[src/rtl/seg7_scan_ctrl.sv]
// Four-digit common-anode scan controller driving one shared 7-segment decoder.
// Optional leading-zero suppression is compiled in with `define SEG7_LZ_BLANK_EN.
module seg7_scan_ctrl #(
  parameter int unsigned DIGIT_CYCLES = 50000,
  parameter int unsigned GUARD_CYCLES = 500
) (
  input  logic        clk,
  input  logic        rst,
  input  logic        en,
  input  logic        wr_en,
  input  logic [15:0] wr_data,
  input  logic [3:0]  blank_mask,
  output logic [3:0]  bin,
  output logic [3:0]  an,
  output logic        pending,
  output logic        frame_tick
);

  localparam int unsigned CW = $clog2(DIGIT_CYCLES);
  localparam logic [CW-1:0] CNT_LAST = CW'(DIGIT_CYCLES - 1);
  localparam logic [CW-1:0] CNT_GEND = CW'(GUARD_CYCLES - 1);

  typedef enum logic {GUARD, ON} state_t;

  // Handshake: wr_en is a single-cycle strobe with no ready; every strobe is accepted.
  state_t          state, state_n;
  logic [1:0]      digit, digit_n;
  logic [CW-1:0]   cnt, cnt_n;
  logic [15:0]     shown, shown_n;
  logic [15:0]     shadow, shadow_n;
  logic            pending_n;
  logic [3:0]      bin_n, an_n;
  logic            frame_tick_n;
  logic            boundary;
  logic            lz_dark;

  always_ff @(posedge clk or posedge rst) begin
    if (rst) begin
      state      <= GUARD;
      digit      <= 2'd0;
      cnt        <= '0;
      shown      <= 16'h0000;
      shadow     <= 16'h0000;
      pending    <= 1'b0;
      bin        <= 4'h0;
      an         <= 4'b1111;
      frame_tick <= 1'b0;
    end else begin
      state      <= state_n;
      digit      <= digit_n;
      cnt        <= cnt_n;
      shown      <= shown_n;
      shadow     <= shadow_n;
      pending    <= pending_n;
      bin        <= bin_n;
      an         <= an_n;
      frame_tick <= frame_tick_n;
    end
  end

  always_comb begin
    state_n   = state;
    digit_n   = digit;
    cnt_n     = cnt;
    shown_n   = shown;
    shadow_n  = shadow;
    pending_n = pending;
    boundary  = (cnt == CNT_LAST) && (digit == 2'd3);
    lz_dark   = 1'b0;

    if (!en) begin
      // Disabled: park at digit 0 guard and let writes land straight in the display word.
      state_n   = GUARD;
      digit_n   = 2'd0;
      cnt_n     = '0;
      pending_n = 1'b0;
      if (wr_en) begin
        shown_n  = wr_data;
        shadow_n = wr_data;
      end else if (pending) begin
        shown_n = shadow;
      end
    end else begin
      if (cnt == CNT_LAST) begin
        cnt_n   = '0;
        state_n = GUARD;
        digit_n = digit + 2'd1;
      end else begin
        cnt_n = cnt + CW'(1);
        if (state == GUARD && cnt == CNT_GEND) state_n = ON;
      end

      if (wr_en && boundary) begin
        shown_n   = wr_data;
        pending_n = 1'b0;
      end else if (wr_en) begin
        shadow_n  = wr_data;
        pending_n = 1'b1;
      end else if (boundary && pending) begin
        shown_n   = shadow;
        pending_n = 1'b0;
      end
    end

`ifdef SEG7_LZ_BLANK_EN
    case (digit_n)
      2'd3:    lz_dark = (shown_n[15:12] == 4'h0);
      2'd2:    lz_dark = (shown_n[15:8] == 8'h00);
      2'd1:    lz_dark = (shown_n[15:4] == 12'h000);
      default: lz_dark = 1'b0;
    endcase
`else
    lz_dark = 1'b0;
`endif

    // Outputs are computed from next-state values so bin and an move on the same edge.
    bin_n = shown_n[4*digit_n +: 4];
    if (state_n == ON && !blank_mask[digit_n] && !lz_dark)
      an_n = ~(4'b0001 << digit_n);
    else
      an_n = 4'b1111;
    frame_tick_n = en && (cnt_n == CNT_LAST) && (digit_n == 2'd3);
  end

endmodule

[config.mk]
export PLATFORM = sky130hd
export DESIGN_NAME = seg7_scan_ctrl
export DESIGN_NICKNAME = d
export VERILOG_FILES = /design/src/rtl/seg7_scan_ctrl.sv
export SDC_FILE = /design/constraint.sdc
export NUM_CORES = 1
export LEC_CHECK = 0
export ABC_AREA = 1
export ABC_CLOCK_PERIOD_IN_PS = 5100
export CAP_MARGIN = 40
export CORE_MARGIN = 2
export CORE_UTILIZATION = 35
export CTS_BUF_LIST = sky130_fd_sc_hd__clkbuf_4 sky130_fd_sc_hd__clkbuf_8 sky130_fd_sc_hd__clkbuf_16
export DETAILED_ROUTE_END_ITERATION = 16
export GPL_TIMING_DRIVEN = 0
export PLACE_DENSITY_LB_ADDON = 0.12
export SLEW_MARGIN = 20
export SYNTH_ARGS = -nofsm -noshare
export SYNTH_HDL_FRONTEND = slang
export SYNTH_SLANG_ARGS = --single-unit
export TNS_END_PERCENT = 5
[constraint.sdc]
create_clock -name clk -period 5.1 [get_ports clk]
set_clock_uncertainty 0.15 [all_clocks]
set_input_delay 1.02 -clock clk [delete_from_list [all_inputs] [get_ports clk]]
set_output_delay 1.02 -clock clk [all_outputs]
set_load 0.02 [all_outputs]
==> results_dict.tcl <==
set metrics [dict create \
    status "complete, no violations" \
    synth_top_area_cell "dfrtp_1" \
    track_usage_pct 20.21 \
    start_util_pct 35.52 \
    synth_seq_cells 61 \
    die-area_um2 11160 \
    gp_congestion 0.8875 \
    port_buffers 31 \
    fp-row-count 37 \
    clock-sinks 61 \
    path_common_cell "nand2_1" \
    synth_area_um2 3617 \
    yosys.area.top_type_share_pct 39.43 \
    synth_edf_count 0 \
    cp_max_fo 10 \
    drt_wl_total_mm 10.54 \
    nFillCells 1084 \
    cts_tree "built" \
    core_area_um2 10180 \
    grt_pass1_wl_mm 17.60 \
    tightest_slew_ns 0.6532 \
    fin_nets 593 \
    crit_family "buffers and inverters" \
    maxSlewViolCount 0 \
    finalHoldViolCount 0 \
    cp_slowest_cell "clkbuf_1" \
    crit_buf_inv 3 \
    clockBufferDepth 2 \
    fmax_mhz 376.9 \
    antenna_found_initial 0 \
    yosysMostFrequentCell "nand2_1" \
    peakVddDrop_mv 0.09343 \
    fin_tns_setup_ns 0 \
    ys_async_sr_fraction_pct 100.0 \
    min_period_ns 2.653 \
    leakagePower_nw 2.126 \
    io_pins 34 \
    worst_hold_startpoint "shadow[4]" \
    synth_cell_types 32 \
    grt_start_max_net_pins 43 \
    worstReg2RegStart "cnt[1]" \
    vias 3522 \
    netlist_top_cells_area "dfrtp_1, nand2_1, nand3_1" \
    crit_type "input port to flip-flop" \
    synth_cells 524 \
    area_growth_pct 18.75 \
    die_h_um 105.7 \
    multiInputGateArea_um2 1750 \
    die_x_um 105.7 \
    clk_latency_ns 0.35 \
    yosysWarnings 0 \
    dp_worst_setup_slack_ns 2.154 \
    cts_buffers 9 \
    path_cells "buf_2, clkinv_1, clkbuf_1, nand3_1, o211ai_1, nand2_1, nand2_1, a21oi_1, nand2_1" \
    clkTransAtPathRegs_ns 0.08 \
    ctsResizeCount 0 \
    cp_slowest_stage_delay_ns 0.38 \
    power_density_nw_per_um2 254.7 \
    gr-total-overflow 0 \
    worst_setup_path_end_kind "flip-flop" \
    worstPathRequired_ns 5.18 \
    avgSynthCellArea_um2 6.903 \
    cts_setup_buffers 0 \
    drtIter0Drc 160 \
    detail_route.wl_per_cell_um 14.89 \
    setup_viol 0 \
    crit_start "wr_en" \
    register_area_um2 1531 \
    cts.htree.levels 3 \
    drt_pass1_iterations 5 \
    rsz0062_at_grt "no" \
    via_per_inst 4.975 \
    ant_nets 0 \
    synthFlopType "dfrtp_1" \
    drive_gt1_share_pct 8.217 \
    ys_top_cells_by_count "nand2_1, nor2_1, inv_1" \
    setup_ws_ns 2.447 \
    min_path_type "flip-flop to flip-flop" \
    drc 0 \
    ys_seq_area_share_pct 42.34 \
    root_buffer "clkbuf_8" \
    syn_nets 550 \
    postCtsHoldBufs 0 \
    final_cells 708 \
    diodes 0 \
    dp_hpwl_mm 7.616 \
    maxCapViolCount 0 \
    dp_cells 692 \
    critPathArrivalTime_ns 2.73 \
    critPathLaunchType "input port" \
    grt_pass1_vias 3475 \
    slew-limit-headroom_pct 56.46 \
    finalCritPeriodShare_pct 52.02 \
]
-- state kept, by name (all words and copies together), names as in the netlist --
signal      count
bin             4
state           1
shown          16
cnt            16
an              4
pending         1
shadow         16
frame_tick      1
digit           2
-- layer usage --
metal | vias up | routed length (µm) | GRT usage (%)
met2 | 97 | 4922 | 33.18
li1 | 1758 | - | -
met4 | 0 | 147 | 6.579
met5 | - | 0 | 0
met1 | 1652 | 4868 | 26.87
met3 | 15 | 602 | 3.834
-- power by group --
part	total (mW)	internal [mW]	switching [mW]	leakage, nW
Combinational	0.168	0.0675	0.100	1.26
Sequential	0.540	0.518	0.0218	0.776
Clock	0.386	0.185	0.202	0.0937
-- kinds of logic after synthesis --
group / Yosys count / share of synthesized area (%)
xor+xnor: 3 / 0.7265
fa+ha+maj: 2 / 0.6917
flops: 61 / 42.34
compound gates: 35 / 6.088
simple gates: 332 / 39.33
buf+inv: 86 / 9.270
mux: 5 / 1.556
-- layout by cell type, fill, tap and decap left out, types with 3 or more instances in the layout --
cell / count
a21oi_1: 3
nor2_1: 71
clkbuf_8: 9
nand2_1: 170
nor3_1: 4
inv_1: 61
clkdlybuf4s50_1: 31
clkinv_2: 4
inv_2: 3
o211ai_1: 11
nor2_4: 3
dfrtp_1: 57
o21ai_0: 12
nand4_1: 21
mux2_2: 5
buf_2: 7
dfstp_2: 4
nand3_1: 57
clkbuf_1: 10
o21ai_1: 5
-- area by class of cell --
class                           count  share of cell area, %
Clock inverter                      5                 0.6700
Buffer                             19                  1.952
Inverter                           67                  5.913
Multi-Input combinational cell    377                  40.75
Tap cell                          136                  3.962
Clock buffer                       11                  3.233
Sequential cell                    61                  35.65
Timing Repair Buffer               32                  7.865
-- path summary, 6_finish.rpt --
| check | slack [ns] | to | depth (start not counted) |
|---|---|---|---|
| min | 0.36 | shadow[4] | 1 |
| min in group asynchronous | 0.83 | shadow[11] | 2 |
| max reg2reg | 2.57 | shadow[1] | 9 |
| max | 2.45 | bin[0] | 9 |
| max in group asynchronous | 3.39 | an[1] | 3 |
| min reg2reg | 0.36 | shadow[4] | 1 |
-- stage by stage --
stage,power (mW),cell area [µm²],hold WS (ns),utilization [%]
finish,1.094,4295,0.3586,42.17
global route,1.155,4295,0.3826,42.17
CTS,1.105,4295,0.3636,42.17
detailed placement,0.7159,4128,0.3478,40.53
global placement,0.7099,4098,0.3389,40.23
floorplan,0.6477,3617,0.3250,-
Power figures use the tool's default switching activity.
